`config.mk`:
```
export PLATFORM = sky130hd
export DESIGN_NAME = sprite_palette_lut
export DESIGN_NICKNAME = d
export VERILOG_FILES = /design/src/rtl/sprite_palette_lut.sv
export SDC_FILE = /design/constraint.sdc
export NUM_CORES = 1
export LEC_CHECK = 0
export ABC_AREA = 1
export BUFFER_PORTS_ARGS = -buffer_cell sky130_fd_sc_hd__buf_4
export CAP_MARGIN = 20
export CORE_ASPECT_RATIO = 1.5
export CORE_MARGIN = 1
export CORE_UTILIZATION = 40
export CTS_BUF_LIST = sky130_fd_sc_hd__clkbuf_4 sky130_fd_sc_hd__clkbuf_8
export DETAILED_ROUTE_END_ITERATION = 10
export GPL_TIMING_DRIVEN = 0
export PLACE_DENSITY = 0.67
export RECOVER_POWER = 100
export SLEW_MARGIN = 40
export SYNTH_ARGS = -nofsm -noshare
export SYNTH_HDL_FRONTEND = slang
export SYNTH_SLANG_ARGS = --single-unit
```
`constraint.sdc`:
```
create_clock -name clk -period 5.33 [get_ports clk]
set_clock_uncertainty 0.15 [all_clocks]
set_input_delay 0.2665 -clock clk [delete_from_list [all_inputs] [get_ports clk]]
set_output_delay 0.2665 -clock clk [all_outputs]
set_load 0.005 [all_outputs]
```
`src/rtl/sprite_palette_lut.sv`:
```
// sprite_palette_lut: programmable multi-bank sprite palette with a two-stage lookup pipeline.
// After reset an INIT sweep clears every entry, then READY accepts palette writes and lookups.
// Optional macro PALETTE_FADE_EN: scales every looked-up channel by (16 - fade_level)/16.
module sprite_palette_lut #(
  parameter  int INDEX_W      = 4,
  parameter  int CH_W         = 4,
  parameter  int NUM_BANKS    = 4,
  parameter  int TRANSP_INDEX = 0,
  localparam int BANK_W       = (NUM_BANKS > 1) ? $clog2(NUM_BANKS) : 1
) (
  input  logic                clk,
  input  logic                rst_n,
  input  logic                pix_valid_in,
  input  logic [INDEX_W-1:0]  pix_index,
  input  logic [BANK_W-1:0]   pix_bank,
  input  logic [3:0]          fade_level,
  output logic                pix_valid_out,
  output logic [CH_W-1:0]     red,
  output logic [CH_W-1:0]     green,
  output logic [CH_W-1:0]     blue,
  output logic                pix_transparent,
  input  logic                wr_en,
  input  logic [BANK_W-1:0]   wr_bank,
  input  logic [INDEX_W-1:0]  wr_addr,
  input  logic [3*CH_W-1:0]   wr_data,
  output logic                wr_ready
);

  localparam int ENTRIES = 1 << INDEX_W;
  localparam int ADDR_W  = BANK_W + INDEX_W;
  localparam int DEPTH   = NUM_BANKS * ENTRIES;
  localparam logic [ADDR_W-1:0]  LAST_ADDR  = ADDR_W'(DEPTH - 1);
  localparam logic [BANK_W:0]    BANK_LIMIT = (BANK_W + 1)'(NUM_BANKS);
  localparam logic [INDEX_W-1:0] TRANSP_KEY = INDEX_W'(TRANSP_INDEX);

  typedef enum logic {INIT, READY} state_t;

  state_t state, state_nxt;

  // Storage is addressed as {bank, index}; bank sits in the high bits so the INIT sweep
  // over 0..DEPTH-1 clears exactly the real banks even when NUM_BANKS is not a power of two.
  logic [3*CH_W-1:0] mem [0:(1 << ADDR_W)-1];

  logic [ADDR_W-1:0] clr_cnt;
  logic              mem_we;
  logic [ADDR_W-1:0] mem_addr;
  logic [3*CH_W-1:0] mem_wdata;
  logic              wr_bank_ok;
  logic              rd_bank_ok;
  logic [ADDR_W-1:0] rd_addr;
  logic              bypass;

  logic              s1_valid;
  logic              s1_transp;
  logic [3*CH_W-1:0] s1_data;
  logic [CH_W-1:0]   r_mod, g_mod, b_mod;

  assign wr_bank_ok = ({1'b0, wr_bank} < BANK_LIMIT);
  assign rd_bank_ok = ({1'b0, pix_bank} < BANK_LIMIT);
  assign rd_addr    = {pix_bank, pix_index};
  assign bypass     = (state == READY) && mem_we && (mem_addr == rd_addr);

  // State register: INIT after any reset, READY once the clear sweep has finished.
  always_ff @(posedge clk or negedge rst_n) begin
    if (!rst_n) state <= INIT;
    else        state <= state_nxt;
  end

  // Next state and storage write-port steering: clear sweep in INIT, user writes in READY.
  always_comb begin
    state_nxt = state;
    wr_ready  = 1'b0;
    mem_we    = 1'b0;
    mem_addr  = clr_cnt;
    mem_wdata = '0;
    case (state)
      INIT: begin
        mem_we = 1'b1;
        if (clr_cnt == LAST_ADDR) state_nxt = READY;
      end
      READY: begin
        wr_ready  = 1'b1;
        mem_we    = wr_en && wr_bank_ok;
        mem_addr  = {wr_bank, wr_addr};
        mem_wdata = wr_data;
      end
      default: state_nxt = INIT;
    endcase
  end

  // Clear-sweep address counter, advancing once per INIT cycle.
  always_ff @(posedge clk or negedge rst_n) begin
    if (!rst_n)              clr_cnt <= '0;
    else if (state == INIT)  clr_cnt <= clr_cnt + ADDR_W'(1);
  end

  // Palette storage write port.
  always_ff @(posedge clk) begin
    if (mem_we) mem[mem_addr] <= mem_wdata;
  end

  // Stage 1: registered read with write-first bypass; out-of-range banks read as black.
  always_ff @(posedge clk or negedge rst_n) begin
    if (!rst_n) begin
      s1_valid  <= 1'b0;
      s1_transp <= 1'b0;
      s1_data   <= '0;
    end else begin
      s1_valid <= pix_valid_in && (state == READY);
      if (pix_valid_in) begin
        s1_transp <= (pix_index == TRANSP_KEY);
        if (!rd_bank_ok)  s1_data <= '0;
        else if (bypass)  s1_data <= wr_data;
        else              s1_data <= mem[rd_addr];
      end
    end
  end

`ifdef PALETTE_FADE_EN
  logic [3:0] s1_fade;

  function automatic logic [CH_W-1:0] fade_ch(input logic [CH_W-1:0] ch, input logic [3:0] lvl);
    logic [CH_W+4:0] prod;
    prod = (CH_W + 5)'(ch) * ((CH_W + 5)'(16) - (CH_W + 5)'(lvl));
    return CH_W'(prod >> 4);
  endfunction

  // Fade amount travels with its request through stage 1.
  always_ff @(posedge clk or negedge rst_n) begin
    if (!rst_n)            s1_fade <= '0;
    else if (pix_valid_in) s1_fade <= fade_level;
  end

  assign r_mod = fade_ch(s1_data[3*CH_W-1:2*CH_W], s1_fade);
  assign g_mod = fade_ch(s1_data[2*CH_W-1:CH_W],   s1_fade);
  assign b_mod = fade_ch(s1_data[CH_W-1:0],        s1_fade);
`else
  logic unused_fade;
  assign unused_fade = ^fade_level;

  assign r_mod = s1_data[3*CH_W-1:2*CH_W];
  assign g_mod = s1_data[2*CH_W-1:CH_W];
  assign b_mod = s1_data[CH_W-1:0];
`endif

  // Stage 2: output registers; colour holds between valid pixels, transparent key forces black.
  always_ff @(posedge clk or negedge rst_n) begin
    if (!rst_n) begin
      pix_valid_out   <= 1'b0;
      pix_transparent <= 1'b0;
      red             <= '0;
      green           <= '0;
      blue            <= '0;
    end else begin
      pix_valid_out <= s1_valid;
      if (s1_valid) begin
        pix_transparent <= s1_transp;
        red             <= s1_transp ? '0 : r_mod;
        green           <= s1_transp ? '0 : g_mod;
        blue            <= s1_transp ? '0 : b_mod;
      end
    end
  end

endmodule

```
; Word-level counts from Yosys, hierarchy flattened
; Memory sizes are Yosys's and may differ from the RTL's.
; Index checks and enable logic that the tools add are counted.
[word_totals]
output_inout_bits = 15
register_bits = 35
mem_count = 1
in_bits = 32
ramBits = 768
elab_cells = 31
[op_classes]
reduce_logical = 4
mux = 12
n_bitwise = 1
n_eq_ne = 2
n_addsub = 1
[mem_list]
columns = name, words, width, read_ports, rd_ports_with_merged_regs, wr, line
row1 = mem, 64, 12, 1, 0, 1, 42  ; logic [3*CH_W-1:0] mem [0:(1 << ADDR_W)-1];
[ops]
columns = cell, count
row1 = $mux W12, 2
row2 = $mux W4, 3
row3 = $add A6 B1 Y6 const B, 1
row4 = $eq A6 B6 Y1, 1
row5 = $eq A6 B6 Y1 const B, 1
row6 = $mux W6, 1
row7 = $mux W1, 5
row8 = $logic_not A4 Y1, 1
row9 = $logic_and A1 B1 Y1, 3
row10 = $pmux W1 S2, 1
row11 = $not A1 Y1, 1

; Longest topological paths before layout
[logic_depth]
depth_word = 5
mapped_depth = 15
mapped_depth_nobuf = 13

; Worst setup path after synthesis
; No wires, ideal clock.
[synth_path]
path_kind = flip-flop to flip-flop
startpoint = reg state
endpoint = mem mem[48][0] (netlist bit), enable pin
t_required_ns = 4.768
n_path_buf = 1
setup_ns = 0.412
stages_incl_launch_ff = 6
arrival_ns = 2.446
period_less_slack_ns = 3.009
slack_ns = 2.321
cell_sequence = dfrtp_1 -> inv_1 -> or2_2 -> clkbuf_1 -> nand3_1 -> nor4_1
[synth_between]
elab_chain_cells = 4
word_cells_on_any_way = 5
cone_classes = mux (4) / bitwise (1)
[synth_rtl]
columns = item, line
row1 = "start, declared", 38  ; state_t state, state_nxt;
row2 = "start signal, assigned", 66  ; else state <= state_nxt;
row3 = $not A1 Y1, --
row4 = $pmux W1 S2, 76  ; case (state)
row5 = $mux W1, 99  ; if (mem_we) mem[mem_addr] <= mem_wdata;
row6 = $mux W1 (implied by the code), 99
row7 = "end, declared", 42
; Several ways; a longest one is shown, not always the timed one.

; Worst setup path in the final report
[layout_path]
startpoint = reg state
endpoint = mem mem[61][1] (netlist bit) (data pin)
[layout_between]
elab_chain_cells = 1
[layout_rtl]
columns = item, line
row1 = $mux W12, 76
row2 = via mem_wdata[1], 47  ; logic [3*CH_W-1:0] mem_wdata;
; The timed path passes the listed nets, and every way through them passes these cells.

==> impl_results.md <==
- CP Launch Type: register
- Dominant cell type by area after synthesis: edfxtp_1
- Critical path type: reg2reg
- Area grow syn2layout: 12.7%
- Post-synth top area share: 67.6%
- Overflow after GRT: 0
- Hold Path Class: in2reg
- Worst vdd ir: 0.208 mV
- Vias in the first global route: 23.7k
- Synth warn: 0
- Post-synthesis net count: 3255
- Final nets: 3471
- Total CTS buffers: 110
- Die area: 86500 sq um
- Power Dens Cells: 320 nW/um^2
- I/O Buffers: 40
- Post-route clock period utilization: 80.5%
- Fin. Hold Viols: 0
- Clk Latency, worst-skew pair: 820 ps
- Max Fclk: 0.233 GHz
- Slew HR: -31.8%
- Drt first-iter violations: 2495
- DR vias: 24.3k
- TritonRoute pass-1 iters: 11
- # resized after CTS: 0
- I/O Pins: 47
- Tmin final: 4290 ps
- Clock slew at reported path FFs: 70 ps
- CTS tree: done
- Initial antenna violation count: 1
- RePlAce Congestion: 0.972
- Slew @ Worst Pin: 1970 ps
- RSZ-0062 raised after global routing: false
- Status: finished with violations
- WP data required: 5460 ps
- Sink Count: 803
- Sequential fraction of the synthesis area: 70.2%
- CTS H-tree depth: 3
- Hpwl dp: 76400 microns
- Largest net degree at the start of global routing: 49
- Final Max Tran Viols: 326
- DRT Wirelength: 110000 microns
- Hold_ws: 71.5 ps
- Failing checks: DRC, capacitance limit, slew limit
- Synthesized flop and latch total: 803
- First-pass GRT wire length: 157000 microns
- CTS Buffer Depth: 3
- Initial Util: 40.6%
- Post-route ant nets: 0
- Setup-failing EPs final: 0
- Mean post-synth cell area: 10.6 sq um
- CTS Root Buffer Type: clkbuf_8
- Drc violations: 2
- Syn Inst Count: 3222
- GRT Total Usage: 25.6%
- Worst EP arrival: 4420 ps
- Site row count: 130
- Core area: 84100 sq um
- DIE WIDTH: 240 microns
- Post-synthesis cell type count: 32
- Max cap viols: 20
- Leakage power: 14.6 nW
- Fraction of layout instances using a drive strength above 1: 10.1%
- CP Max Fanout: 34
- Vias per Instance: 5.23
- Worst Setup End Kind: register
- Wire per inst: 23.6 microns
- Die height: 360 microns
- Synth top area cells: edfxtp_1 68%, nand2_1 10%, nand3_1 4.7%
- Mapped Area: 34100 sq um
- Final TNS setup: 0 ps
[timing repair]
action | in CTS | in global routing
buffers inserted | 0 | 0
hold buffers | 24 | 0
endpoints found under the hold margin | 409 | 0
endpoints found under the setup margin | 0 | 0
[metal layers]
metal,share of wire [%],vias up,GRT usage (%)
met3,7.5,357,3.78
met1,33,11600,27.5
met4,9.9,0,22.6
met2,49,1215,43.5
met5,0,-,0
li1,-,11100,-
[cells in the final DEF (no fill, tap or decap), drive strengths merged]
cell,instances
a21oi,60
a22o,12
buf,150
bufinv,2
clkbuf,254
clkinv,44
clkinvlp,14
dfrtp,35
diode,2
dlygate4sd3,23
edfxtp,768
ha,1
inv,294
nand2,949
nand3,322
nand3b,1
nand4,8
nor2,407
nor3,3
nor3b,1
nor4,9
o21ai,153
o41ai,1
or2,13
xor2,5
[sequential cells by signal, indices dropped and copies added, names as in the netlist]
signal	flops
mem	768
s1_data	12
clr_cnt	6
blue	4
green	4
red	4
pix_transparent	1
pix_valid_out	1
s1_transp	1
s1_valid	1
state	1
[Yosys cell counts]
cell type and count:
clkbuf_2 1, a21oi_1 53, ha_1 1, buf_1 34, edfxtp_1 768, buf_2 81, clkinv_1 1, nand4_1 8
nand3b_1 1, dfrtp_1 35, o41ai_1 1, buf_4 6, a22o_1 12, xor2_2 1, nand3_1 322, nand2_2 2
o21ai_4 1, xor2_1 4, a21oi_2 7, nand2_1 947, nor3_1 3, nor2_2 1, o21ai_2 5, buf_6 5
nor3b_1 1, nor2_1 406, inv_2 4, nor4_1 9, inv_1 297, or2_2 13, clkbuf_1 45, o21ai_0 147
[critical path, stage by stage (launching register included)]
cell	delay [ps]
dfrtp_1	420
clkbuf_1	250
clkbuf_1	300
clkbuf_1	290
nand2_1	130
clkinvlp_2	1260
clkbuf_2	960
[path summary, 6_finish.rpt]
path                       startpoint       endpoint  cells past startpoint  slack [ps]
max                             state     mem[61][1]                      6        1040
min                        wr_addr[0]     mem[55][9]                      3          70
max reg2reg                     state     mem[61][1]                      6        1040
min reg2reg                  s1_valid  pix_valid_out                      0         290
max in group asynchronous       rst_n     clr_cnt[2]                      4        2810
min in group asynchronous       rst_n      s1_transp                      4        1060
[cell type report]
| type | instances | area (sq um) |
|---|---|---|
| Timing Repair Buffer | 104 | 774 |
| Fill cell | 7786 | 45600 |
| Tap cell | 1122 | 1400 |
| Buffer | 172 | 779 |
| Antenna cell | 2 | 5.00 |
| Clock inverter | 52 | 308 |
| Multi-Input combinational cell | 1945 | 8220 |
| Sequential cell | 803 | 23900 |
| Inverter | 302 | 1150 |
| Clock buffer | 151 | 1870 |
[report_power, final]
group	internal, W	total, W	switching, W
Sequential	0.00682	0.00682	0.00000742
Combinational	0.000198	0.000766	0.000568
Clock	0.00237	0.00473	0.00236
[cells by family (layout without fill, tap and decap cells)]
kind of cell | Yosys count | count (layout) | synth area share, %
xor+xnor | 5 | 5 | 0.150
fa+ha+maj | 1 | 1 | 0.0367
buf+inv | 474 | 781 | 5.69
simple gates | 1713 | 1713 | 20.3
flops | 803 | 803 | 70.2
other cells | 0 | 2 | 0
compound gates | 226 | 226 | 3.62
[metrics by stage]
stage	util (%)	power, W	instance area [sq um]	setup WS [ps]	cells
after floorplan	-	0.00736	34100	2320	3222
after global placement	42.6	0.00768	35800	777	4384
after detailed placement	43.4	0.00769	36500	1910	4420
after CTS	46.2	0.0123	38900	1900	4647
after global routing	45.7	0.0126	38400	923	4652
final	45.7	0.0123	38400	1040	4653
Power figures use the tool's default switching activity.
